`config.mk`:
```
export PLATFORM = sky130hd
export DESIGN_NAME = spi_pwm_array_flat
export DESIGN_NICKNAME = d
export VERILOG_FILES = /design/src/rtl/spi_pwm_array_if.sv /design/src/rtl/spi_pwm_array.sv /design/src/flat_wrapper.sv
export SDC_FILE = /design/constraint.sdc
export NUM_CORES = 1
export LEC_CHECK = 0
export CAP_MARGIN = 5
export CORE_ASPECT_RATIO = 0.75
export CORE_UTILIZATION = 65
export CTS_CLUSTER_DIAMETER = 60
export DETAILED_ROUTE_END_ITERATION = 10
export PLACE_DENSITY = 0.83
export SLEW_MARGIN = 15
export SYNTH_ARGS = -nofsm -noshare
export SYNTH_HDL_FRONTEND = slang
export SYNTH_SLANG_ARGS = --single-unit
export TNS_END_PERCENT = 20
```
`constraint.sdc`:
```
create_clock -name clk -period 4.4 [get_ports clk]
set_input_delay 0.66 -clock clk [delete_from_list [all_inputs] [get_ports clk]]
set_output_delay 0.66 -clock clk [all_outputs]
set_load 0.02 [all_outputs]
```
`src/rtl/spi_pwm_array_if.sv`:
```
// SPI pins feeding the PWM array: SCLK, COPI and nCS.
// The master drives them (bench or pad ring); the array only listens.
interface spi_pwm_array_if;
  logic SCLK;
  logic COPI;
  logic nCS;

  modport master (output SCLK, output COPI, output nCS);
  modport slave  (input  SCLK, input  COPI, input  nCS);
endinterface

```
`src/rtl/spi_pwm_array.sv`:
```
// NUM_CH-channel PWM/static output array configured over write-only SPI.
// Optional build macro PWM_STAGGER_EN gives each channel a constant phase offset of ch*STAGGER steps.
module spi_pwm_array #(
  parameter int NUM_CH      = 16,
  parameter int SYNC_STAGES = 2,
  parameter int DEFAULT_DIV = 12,
  parameter int STAGGER     = 17
) (
  input  logic                clk,
  input  logic                rst_n,
  spi_pwm_array_if.slave      spi,
  output logic [NUM_CH-1:0]   out
);

  logic [SYNC_STAGES-1:0] sclk_sync_q, copi_sync_q, ncs_sync_q;
  logic                   sclk_prev_q, ncs_prev_q;
  logic                   sclk_s, copi_s, ncs_s;
  logic                   sclk_rise, ncs_rise, ncs_fall;

  logic [15:0]            sh_q, sh_d;
  logic [4:0]             bcnt_q, bcnt_d;
  logic                   wr_ok;
  logic [6:0]             addr;
  logic [7:0]             data;

  logic [NUM_CH-1:0]      en_out_q, en_out_d, en_pwm_q, en_pwm_d;
  logic [7:0]             pend_q [NUM_CH];
  logic [7:0]             pend_d [NUM_CH];
  logic [7:0]             duty_q [NUM_CH];
  logic [7:0]             duty_d [NUM_CH];
  logic [7:0]             div_q, div_d;
  logic                   psc_restart;

  logic [7:0]             psc_q, psc_d;
  logic [7:0]             cnt_q, cnt_d;
  logic                   tick, wrap;
  logic [NUM_CH-1:0]      out_q, out_d;

  // nCS idles high so its synchroniser resets to 1 to avoid a false frame start.
  always_ff @(posedge clk or negedge rst_n) begin
    if (!rst_n) begin
      sclk_sync_q <= '0;
      copi_sync_q <= '0;
      ncs_sync_q  <= '1;
      sclk_prev_q <= 1'b0;
      ncs_prev_q  <= 1'b1;
    end else begin
      sclk_sync_q <= {sclk_sync_q[SYNC_STAGES-2:0], spi.SCLK};
      copi_sync_q <= {copi_sync_q[SYNC_STAGES-2:0], spi.COPI};
      ncs_sync_q  <= {ncs_sync_q[SYNC_STAGES-2:0], spi.nCS};
      sclk_prev_q <= sclk_s;
      ncs_prev_q  <= ncs_s;
    end
  end

  assign sclk_s    = sclk_sync_q[SYNC_STAGES-1];
  assign copi_s    = copi_sync_q[SYNC_STAGES-1];
  assign ncs_s     = ncs_sync_q[SYNC_STAGES-1];
  assign sclk_rise = sclk_s & ~sclk_prev_q;
  assign ncs_rise  = ncs_s & ~ncs_prev_q;
  assign ncs_fall  = ~ncs_s & ncs_prev_q;

  always_comb begin
    sh_d   = sh_q;
    bcnt_d = bcnt_q;
    if (ncs_fall) begin
      sh_d   = '0;
      bcnt_d = '0;
    end else if (!ncs_s && sclk_rise) begin
      sh_d = {sh_q[14:0], copi_s};
      if (bcnt_q != 5'd17) bcnt_d = bcnt_q + 5'd1;
    end
  end

  assign addr  = sh_q[14:8];
  assign data  = sh_q[7:0];
  assign wr_ok = ncs_rise && (bcnt_q == 5'd16) && sh_q[15];

  // Unmapped addresses match no branch below, so the frame is dropped implicitly.
  always_comb begin
    en_out_d    = en_out_q;
    en_pwm_d    = en_pwm_q;
    pend_d      = pend_q;
    div_d       = div_q;
    psc_restart = 1'b0;
    if (wr_ok) begin
      for (int ch = 0; ch < NUM_CH; ch++) begin
        if (addr == 7'(ch / 8))     en_out_d[ch] = data[3'(ch % 8)];
        if (addr == 7'(8 + ch / 8)) en_pwm_d[ch] = data[3'(ch % 8)];
        if (addr == 7'(32 + ch))    pend_d[ch]   = data;
      end
      if (addr == 7'h7F) begin
        div_d       = data;
        psc_restart = 1'b1;
      end
    end
  end

  assign tick = (psc_q == div_q);
  assign wrap = tick && (cnt_q == 8'd254);

  always_comb begin
    psc_d = (tick || psc_restart) ? 8'd0 : psc_q + 8'd1;
    cnt_d = cnt_q;
    if (tick) cnt_d = wrap ? 8'd0 : cnt_q + 8'd1;
    duty_d = duty_q;
    // Active duty only changes at the period boundary, taking the newest pending value.
    if (wrap) duty_d = pend_d;
  end

  for (genvar g = 0; g < NUM_CH; g++) begin : g_ch
    logic [7:0] phase;
`ifdef PWM_STAGGER_EN
    localparam int OFF = (g * STAGGER) % 255;
    logic [8:0] sum;
    assign sum   = {1'b0, cnt_q} + 9'(OFF);
    assign phase = (sum >= 9'd255) ? 8'(sum - 9'd255) : sum[7:0];
`else
    assign phase = cnt_q;
`endif
    assign out_d[g] = en_out_q[g] &
                      (~en_pwm_q[g] | (duty_q[g] == 8'hFF) | (phase < duty_q[g]));
  end

  always_ff @(posedge clk or negedge rst_n) begin
    if (!rst_n) begin
      sh_q     <= '0;
      bcnt_q   <= '0;
      en_out_q <= '0;
      en_pwm_q <= '0;
      div_q    <= 8'(DEFAULT_DIV);
      psc_q    <= '0;
      cnt_q    <= '0;
      out_q    <= '0;
      for (int ch = 0; ch < NUM_CH; ch++) begin
        pend_q[ch] <= '0;
        duty_q[ch] <= '0;
      end
    end else begin
      sh_q     <= sh_d;
      bcnt_q   <= bcnt_d;
      en_out_q <= en_out_d;
      en_pwm_q <= en_pwm_d;
      div_q    <= div_d;
      psc_q    <= psc_d;
      cnt_q    <= cnt_d;
      out_q    <= out_d;
      pend_q   <= pend_d;
      duty_q   <= duty_d;
    end
  end

  assign out = out_q;

endmodule

```
`src/flat_wrapper.sv`:
```
// flat-port wrapper written by rule: the top's interface ports become plain ports
module spi_pwm_array_flat 
#(
  parameter int NUM_CH      = 16,
  parameter int SYNC_STAGES = 2,
  parameter int DEFAULT_DIV = 12,
  parameter int STAGGER     = 17
)
  (clk, rst_n, out, spi_SCLK, spi_COPI, spi_nCS);
  spi_pwm_array_if spi_i ();
  input  logic clk;
  input  logic rst_n;
  output logic [NUM_CH-1:0] out;
  input wire logic [$bits(spi_i.SCLK)-1:0] spi_SCLK;
  input wire logic [$bits(spi_i.COPI)-1:0] spi_COPI;
  input wire logic [$bits(spi_i.nCS)-1:0] spi_nCS;
  assign spi_i.SCLK = spi_SCLK;
  assign spi_i.COPI = spi_COPI;
  assign spi_i.nCS = spi_nCS;
  spi_pwm_array #(.NUM_CH(NUM_CH), .SYNC_STAGES(SYNC_STAGES), .DEFAULT_DIV(DEFAULT_DIV), .STAGGER(STAGGER)) u_core (.clk(clk), .rst_n(rst_n), .spi(spi_i), .out(out));
endmodule
```
==> results of run 1 <==
## layout make-up
cell class / count / area (µm²) / share of cell area
Tap cell: 200 / 250 / 0.0236
Sequential cell: 205 / 5140 / 0.485
Timing Repair Buffer: 15 / 159 / 0.0150
Multi-Input combinational cell: 504 / 4150 / 0.392
Antenna cell: 1 / 2.50 / 0.000236
Clock buffer: 27 / 558 / 0.0527
Inverter: 61 / 229 / 0.0216
Clock inverter: 8 / 104 / 0.00981
## routing by layer
metal / global-route usage / up-vias / wire length (µm) / share of wire
li1: - / 2804 / - / -
met1: 0.394 / 3208 / 9100 / 0.44
met2: 0.470 / 191 / 9680 / 0.47
met3: 0.0427 / 48 / 1060 / 0.052
met4: 0.0952 / 0 / 620 / 0.030
met5: 0 / - / 0 / 0
## cells by family after synthesis
| logic type | count (synthesis) |
|---|---|
| buf+inv | 99 |
| xor+xnor | 18 |
| flops | 205 |
| compound gates | 107 |
| mux | 138 |
| simple gates | 171 |
| other cells | 1 |
| fa+ha+maj | 62 |
## final timing paths
check                                        end  cells after the start                  start  slack (ns)
max in group asynchronous        u_core.div_q[3]                      2                  rst_n        3.12
setup / recovery               u_core.duty_q[51]                      6        u_core.cnt_q[1]        1.44
min in group clk           u_core.copi_sync_q[1]                      0  u_core.copi_sync_q[0]        0.35
hold reg to reg            u_core.copi_sync_q[1]                      0  u_core.copi_sync_q[0]        0.35
hold / removal                 u_core.pend_q[53]                      1                  rst_n        0.33
setup reg to reg               u_core.duty_q[51]                      6        u_core.cnt_q[1]        1.44
## per-stage QoR
stage          setup slack, ns   util  instances  hold slack [ns]
2_1_floorplan             2.32      -        808            0.331
3_3_place_gp              1.58  0.684        985            0.334
3_5_place_dp              1.49  0.684        985            0.336
4_1_cts                   1.47  0.730       1020            0.350
5_1_grt                   1.26  0.730       1020            0.356
6_report                  1.44  0.730       1021            0.329
## where the power goes
part / internal [mW] / switching (mW)
Sequential: 1.89 / 0.0120
Combinational: 0.0131 / 0.0536
Clock: 1.01 / 0.709
## placed cells by master (no fill, tap or decap), types with 13 or more instances in the layout
cell type | Yosys | layout
nor2_1 | 36 | 36
nand2_1 | 43 | 43
dfrtp_1 | 200 | 200
mux2_2 | 138 | 138
ha_1 | 62 | 62
a21oi_1 | 31 | 31
nand4_1 | 26 | 26
nand3_1 | 15 | 14
inv_1 | 61 | 61
xor2_1 | 16 | 16
clkbuf_16 | 0 | 21
o21a_1 | 13 | 13
o21ai_0 | 25 | 25
==> flow_metrics.py, run 1 <==
metrics = {
    "final_layout": {
        "syn_to_final_growth_pct": 9.59,
        "final_area_um2": 10600,
        "num-nets-final": 874,
        "drive_gt1_frac": 0.234,
        "fillCellCount": 895,
        "top_regs": "u_core.duty_q x64, u_core.pend_q x64, u_core.sh_q x16",
    },
    "critical_path": {
        "worst-path-buf-inv": 1,
        "cp_max_fo": 41,
        "critPathKind": "flop to flop",
        "cpPeakStageDelay_ns": 0.67,
        "startpoint_type": "flop",
        "critPathRequiredTime_ns": 4.77,
        "cp_slowest_cell": "dfrtp_1",
        "crit_chain": "ha_1, nand3_1, nor2_1, nand3_4, buf_4, mux2_2",
        "worst_ep_arrival_time_ns": 3.33,
        "crit_family": "simple AND/OR/NAND/NOR gates",
        "end_kind": "flop",
    },
    "synth": {
        "yosysUniqueCellTypes": 50,
        "synth-simple-area-share": 0.0969,
        "synth_compound_area_frac": 0.0699,
        "synth_edf_count": 0,
        "yosys_warnings": 0,
        "ys_seq_area_frac": 0.532,
        "synth-xor-area-share": 0.0163,
        "ys_ff_latch": 205,
        "synthAdderAreaFrac": 0.0803,
        "yosysMostFrequentCell": "dfrtp_1",
        "synth_area_um2": 9660,
        "synth_top_cell_area_share": 0.518,
        "ys_top_cells_by_area": "dfrtp_1 52%, mux2_2 16%, ha_1 8.0%, inv_1 2.4%, nand4_1 1.7%",
        "async_flop_share": 1.00,
        "synthesis.instances": 801,
        "synth_top_family_by_area": "multiplexers",
        "synth_flop_cell": "dfrtp_1",
        "yosys-top-cells-count": "200 x dfrtp_1, 138 x mux2_2, 62 x ha_1",
        "synthMuxAreaShare": 0.161,
        "yosys.area.top_type": "dfrtp_1",
        "avgSynthCellArea_um2": 12.1,
    },
    "timing": {
        "finalSetupViolCount": 0,
        "max_freq_mhz": 338,
        "clock-skew-final_ns": 0.0118,
        "timing.final.crit_share": 0.672,
        "rsz0062_at_grt": "false",
        "slew_headroom": 0.284,
        "worstMarginPinSlew_ns": 1.07,
        "setup_tns_ns": 0,
        "fin_crit_ns": 2.96,
        "hold_violations": 0,
        "slew_violations": 0,
    },
    "drt": {
        "via_per_inst": 6.12,
        "ant_nets": 0,
        "drt_wl_total_um": 20500,
        "dr.pass1.iters": 5,
        "drtIter0Drc": 463,
        "wire_per_inst_um": 20.0,
        "drc": 0,
        "vias": 6251,
    },
    "outcome": {
        "outcome": "completed",
    },
    "global_route": {
        "grt_pass1_wl_um": 33200,
        "antenna_found_initial": 0,
        "overflow": 0,
        "grt_max_degree": 132,
        "grt_pass1_vias": 6336,
        "track_usage": 0.286,
    },
    "clocking": {
        "cts_resized": 0,
        "clk_latency_ns": 0.49,
        "ctsHoldBuffers": 0,
        "cts_htree_levels": 1,
        "clock_sinks": 205,
        "cts-root-buf": "clkbuf_16",
        "cts_tree": "done",
        "clockBufferDepth": 3,
        "postCtsSetupBuffers": 0,
        "cts_buffers": 20,
        "clk_pin_slew_worst_paths_ns": 0.06,
    },
    "floorplanning": {
        "core-area_um2": 14500,
        "die_h_um": 108,
        "die_area_um2": 15400,
        "pin_count": 21,
        "rows": 38,
        "start_util": 0.666,
        "fp.dieW_um": 143,
    },
    "placement": {
        "place_area_um2": 9920,
        "gp_congestion": 0.885,
        "io_buffers": 12,
        "dpl.hpwl_um": 13400,
    },
    "power_and_ir_drop": {
        "p_per_area_nw_per_um2": 349,
        "ir_worst_vdd_v": 0.000309,
        "fin_total_pwr_mw": 3.69,
        "leakage_nw": 5.09,
    },
    "flow_run": {
        "drv_cap": 0,
    },
    "min_path": {
        "hp-class": "input port to async pin",
    },
}
Power figures use the tool's default switching activity.
==> run 2: changes to the inputs <==
--- a/config.mk
+++ b/config.mk
@@ -7,10 +7,10 @@
 export LEC_CHECK = 0
 export CAP_MARGIN = 5
 export CORE_ASPECT_RATIO = 0.75
-export CORE_UTILIZATION = 65
+export CORE_UTILIZATION = 62
 export CTS_CLUSTER_DIAMETER = 60
 export DETAILED_ROUTE_END_ITERATION = 10
-export PLACE_DENSITY = 0.83
+export PLACE_DENSITY = 0.8
 export SLEW_MARGIN = 15
 export SYNTH_ARGS = -nofsm -noshare
 export SYNTH_HDL_FRONTEND = slang
==> constraint.sdc (replaced) <==
create_clock -name clk -period 2.85 [get_ports clk]
set_input_delay 0.4275 -clock clk [delete_from_list [all_inputs] [get_ports clk]]
set_output_delay 0.4275 -clock clk [all_outputs]
set_load 0.02 [all_outputs]
==> flow_metrics.py, run 2 (synthesis results as in run 1) <==
metrics = {
    "clocking": {
        "cts_tree": "done",
        "cts_buffers": 21,
        "clk_pin_slew_worst_paths_ns": 0.07,
        "cts_htree_levels": 1,
        "clock_sinks": 205,
        "cts-root-buf": "clkbuf_16",
        "clk_latency_ns": 0.50,
        "clockBufferDepth": 3,
    },
    "placement": {
        "dpl.hpwl_um": 13600,
        "placed_cells": 999,
        "place_area_um2": 10000,
        "io_buffers": 12,
        "gp_congestion": 0.850,
    },
    "final_layout": {
        "finalCoreUtilization": 0.705,
        "num_antenna_cells": 0,
        "top_regs": "u_core.duty_q x64, u_core.pend_q x64, u_core.sh_q x16",
        "drive_gt1_frac": 0.247,
        "layout.cells.non_filler": 1038,
        "multiInputGateArea_um2": 4150,
        "final_cell_mix": "200 x dfrtp_1, 138 x mux2_2, 62 x ha_1, 61 x inv_1, 43 x nand2_1",
        "final_area_um2": 10700,
        "num-nets-final": 885,
        "syn_to_final_growth_pct": 11.2,
        "fillCellCount": 1048,
        "layout_commonest_cell": "dfrtp_1",
        "ff_latch_area_um2": 5140,
    },
    "timing": {
        "slew_violations": 0,
        "setup_tns_ns": 0,
        "max_freq_mhz": 424,
        "slew_headroom": 0.255,
        "rsz0062_at_grt": "false",
        "whs_ns": 0.332,
        "timing.final.crit_share": 0.827,
        "worstMarginPinSlew_ns": 1.11,
        "hold_violations": 0,
        "finalSetupViolCount": 0,
        "clock-skew-final_ns": 0.0124,
        "fin_crit_ns": 2.36,
    },
    "floorplanning": {
        "fp.dieW_um": 146,
        "rows": 39,
        "die_h_um": 110,
        "die_area_um2": 16100,
        "start_util": 0.634,
        "pin_count": 21,
        "core-area_um2": 15200,
    },
    "critical_path": {
        "worstReg2RegEnd": "u_core.duty_q[53]",
        "cp_max_fo": 8,
        "critPathKind": "flop to flop",
        "rr_startpoint": "u_core.bcnt_q[0]",
        "end_kind": "flop",
        "startpoint_type": "flop",
        "cp_slowest_cell": "dfrtp_1",
        "crit_chain": "inv_1, ha_1, and4b_1, and4b_1, nand3_2, mux2_2, mux2_2",
        "worst_ep_arrival_time_ns": 2.73,
        "ff2ff_setup_slack_ns": 0.49,
        "reg2regPathDepth": 7,
        "cpPeakStageDelay_ns": 0.44,
        "critPathRequiredTime_ns": 3.23,
    },
    "global_route": {
        "track_usage": 0.285,
        "overflow": 0,
        "grt_max_degree": 79,
        "grt_pass1_wl_um": 35000,
        "grt_pass1_vias": 6639,
        "antenna_found_initial": 0,
    },
    "drt": {
        "dr.pass1.iters": 6,
        "wire_per_inst_um": 20.7,
        "drtIter0Drc": 410,
        "drt_wl_total_um": 21500,
        "ant_nets": 0,
        "via_per_inst": 6.15,
        "vias": 6380,
        "drc": 0,
    },
    "min_path": {
        "whs_path_depth": 1,
        "holdPathEnd": "u_core.ncs_sync_q[0]",
        "hp-class": "input port to flop",
        "hold_start": "spi_nCS",
    },
    "flow_run": {
        "drv_cap": 0,
    },
    "power_and_ir_drop": {
        "p_per_area_nw_per_um2": 547,
        "ir_worst_vdd_v": 0.000523,
        "leakage_nw": 5.18,
    },
    "outcome": {
        "outcome": "completed",
    },
}
==> run 2: changes by cell type in the layout (fill, tap and decap cells not counted), moves of 2 or more <==
cell / previous run / this run
clkinv_2: 4 / 6
buf_12: 1 / 3
clkbuf_1: 5 / 3
inv_6: 0 / 2
buf_4: 2 / 9
==> run 2: worst max path at each step <==
stage,startpoint,endpoint,slack [ns],depth (start not counted)
after floorplan,u_core.bcnt_q[0],u_core.duty_q[48],0.77,8
after global placement,u_core.bcnt_q[0],u_core.duty_q[118],0.62,7
after detailed placement,u_core.bcnt_q[0],u_core.duty_q[55],0.53,7
after CTS,u_core.bcnt_q[0],u_core.duty_q[55],0.50,7
after global routing,u_core.bcnt_q[0],u_core.duty_q[55],0.38,7
final,u_core.bcnt_q[0],u_core.duty_q[53],0.49,7
==> run 2: report_power, final <==
| group | internal (mW) | total [mW] | switching, mW |
|---|---|---|---|
| combinational | 0.0242 | 0.110 | 0.0856 |
| clock | 1.69 | 2.82 | 1.13 |
| sequential | 2.92 | 2.94 | 0.0208 |
==> run 2: repair_timing <==
item	CTS	global route
buffers inserted	0	0
hold endpoints to repair	62	0
hold buffers	1	0
resized for setup	0	0
==> run 2: worst max-delay path, delay by kind of cell, from the launching register on <==
family | cells | cell delay, ns
flip-flops | 1 | 0.44
adder cells (fa/ha/maj) | 1 | 0.17
AND/OR/NAND/NOR | 3 | 0.89
buffers and inverters | 1 | 0.09
multiplexers | 2 | 0.64
==> run 2: metrics by stage <==
stage | setup WS, ns | power [mW]
final | 0.494 | 5.87
after global routing | 0.384 | 6.06
after CTS | 0.501 | 5.93
after detailed placement | 0.530 | 3.11
after global placement | 0.615 | 3.10
after floorplan | 0.774 | 3.03
==> run 2: final cells by class <==
| cell class | count | share of cell area |
|---|---|---|
| clock inverters | 12 | 0.0135 |
| repair buffers | 25 | 0.0244 |
| flip-flops and latches | 205 | 0.478 |
| well taps | 205 | 0.0239 |
| multi-input cells | 504 | 0.386 |
| clock buffers | 26 | 0.0525 |
| inverters | 61 | 0.0213 |
==> run 2: layer usage <==
layer,track usage,wire (µm),vias up
met2,0.486,10200,235
met3,0.0494,1490,67
met1,0.371,9140,3247
met4,0.104,685,0
li1,-,-,2831
met5,0,0,-
==> run 3: changes to the inputs <==
==> constraint.sdc (replaced) <==
create_clock -name clk -period 2.2 [get_ports clk]
set_input_delay 0.33 -clock clk [delete_from_list [all_inputs] [get_ports clk]]
set_output_delay 0.33 -clock clk [all_outputs]
set_load 0.02 [all_outputs]
==> flow_metrics.py, run 3 (synthesis results as in run 1) <==
metrics = {
    "outcome": {
        "outcome": "completed",
    },
    "critical_path": {
        "cp_slowest_cell": "dfrtp_1",
        "critPathRequiredTime_ns": 2.58,
        "cpPeakStageDelay_ns": 0.40,
        "critPathKind": "flop to flop",
        "end_kind": "flop",
        "critPathMostFrequentCell": "mux2_4",
        "worst_ep_arrival_time_ns": 2.57,
        "crit_chain": "inv_2, ha_4, nand4b_1, nor4b_4, buf_4, nand3_4, mux2_4, mux2_4",
        "startpoint_type": "flop",
        "cp_max_fo": 8,
    },
    "floorplanning": {
        "start_util": 0.634,
        "die_area_um2": 16100,
        "pin_count": 21,
        "die_h_um": 110,
        "fp.dieW_um": 146,
        "core-area_um2": 15200,
        "rows": 39,
    },
    "clocking": {
        "cts-root-buf": "clkbuf_16",
        "clk_latency_ns": 0.50,
        "clock_sinks": 205,
        "cts_htree_levels": 1,
        "cts_buffers": 20,
        "cts_tree": "done",
        "clockBufferDepth": 3,
        "clk_pin_slew_worst_paths_ns": 0.06,
    },
    "final_layout": {
        "num-nets-final": 910,
        "top_regs": "u_core.duty_q x64, u_core.pend_q x64, u_core.sh_q x16",
        "layout_commonest_cell": "dfrtp_1",
        "final_cell_mix": "200 x dfrtp_1, 136 x mux2_2, 61 x ha_1, 59 x inv_1, 43 x nand2_1",
        "syn_to_final_growth_pct": 13.1,
        "drive_gt1_frac": 0.268,
        "num_antenna_cells": 0,
        "final_area_um2": 10900,
    },
    "global_route": {
        "overflow": 0,
        "antenna_found_initial": 0,
        "grt_pass1_vias": 6452,
        "track_usage": 0.271,
        "grt_max_degree": 79,
        "grt_pass1_wl_um": 33400,
    },
    "timing": {
        "fin_crit_ns": 2.19,
        "max_freq_mhz": 456,
        "slew_headroom": 0.440,
        "timing.final.crit_share": 0.997,
        "setup_tns_ns": 0,
        "finalSetupViolCount": 0,
        "whs_ns": 0.263,
        "worstMarginPinSlew_ns": 0.840,
        "rsz0062_at_grt": "true",
        "hold_violations": 0,
        "slew_violations": 0,
        "clock-skew-final_ns": 0.0134,
        "fin_ws_ns": 0.00721,
    },
    "drt": {
        "drt_wl_total_um": 20600,
        "vias": 6302,
        "via_per_inst": 5.95,
        "wire_per_inst_um": 19.4,
        "dr.pass1.iters": 5,
        "drtIter0Drc": 388,
        "drc": 0,
        "ant_nets": 0,
    },
    "placement": {
        "dpl.hpwl_um": 13500,
        "dp_slack_ns": -0.0355,
        "io_buffers": 12,
        "place_area_um2": 10200,
        "gp_congestion": 0.832,
    },
    "power_and_ir_drop": {
        "leakage_nw": 5.29,
        "ir_worst_vdd_v": 0.000693,
        "p_per_area_nw_per_um2": 667,
    },
    "min_path": {
        "hp-class": "input port to flop",
    },
    "flow_run": {
        "drv_cap": 0,
    },
}
[run 3: changes by cell type in the layout (fill, tap and decap cells not counted), sizes merged]
cell / delta
buf: +26
clkbuf: +4
clkinv: -3
bufinv: -2
inv: -2
clkinvlp: -1
[run 3: power by group]
| group | switching, mW | leakage [nW] | internal [mW] | total [mW] |
|---|---|---|---|---|
| clock network | 1.37 | 0.307 | 1.93 | 3.30 |
| registers | 0.0210 | 2.82 | 3.79 | 3.81 |
| logic | 0.122 | 2.16 | 0.0555 | 0.178 |
| total | 1.52 | 5.29 | 5.77 | 7.29 |
[run 3: critical path, delay by kind of cell (launching register included)]
kind          cells  cell delay, ns
buf+inv           2            0.27
fa+ha+maj         1            0.13
flops             1            0.40
simple gates      3            0.67
mux               2            0.61
[run 3: final timing paths]
| check | end | startpoint | slack [ns] | depth (start not counted) |
|---|---|---|---|---|
| max | u_core.duty_q[58] | u_core.bcnt_q[1] | 0.007 | 8 |
| min | u_core.ncs_sync_q[0] | spi_nCS | 0.26 | 1 |
| max reg2reg | u_core.duty_q[58] | u_core.bcnt_q[1] | 0.007 | 8 |
| min reg2reg | u_core.copi_sync_q[1] | u_core.copi_sync_q[0] | 0.35 | 0 |
| max in group asynchronous | u_core.div_q[2] | rst_n | 1.12 | 3 |
| min in group asynchronous | u_core.pend_q[52] | rst_n | 0.39 | 2 |
[run 3: area by class of cell]
cell class	count	area, µm²
Clock buffer	30	579
Clock inverter	4	45.0
Fill cell	1012	4300
Inverter	61	229
Multi-Input combinational cell	504	4200
Sequential cell	205	5140
Tap cell	205	256
Timing Repair Buffer	51	482
[run 3: layer usage]
metal,track usage,vias to the layer above,part of all wire
li1,-,2888,-
met1,0.375,3215,0.46
met2,0.446,162,0.47
met3,0.0412,37,0.047
met4,0.0871,0,0.022
met5,0,-,0
[run 3: through the flow]
step,power [mW],instances,util
CTS,7.36,1055,0.713
floorplan,3.93,808,-
global placement,4.04,1020,0.670
global route,7.56,1060,0.718
detailed placement,4.04,1020,0.670
finish,7.29,1060,0.718
[run 3: timing repair]
action,in CTS,in global routing
endpoints found under the setup margin,22,39
hold buffers,1,0
buffers inserted,0,5
pin swaps,0,2
endpoints found under the hold margin,52,0
resized for setup,2,10
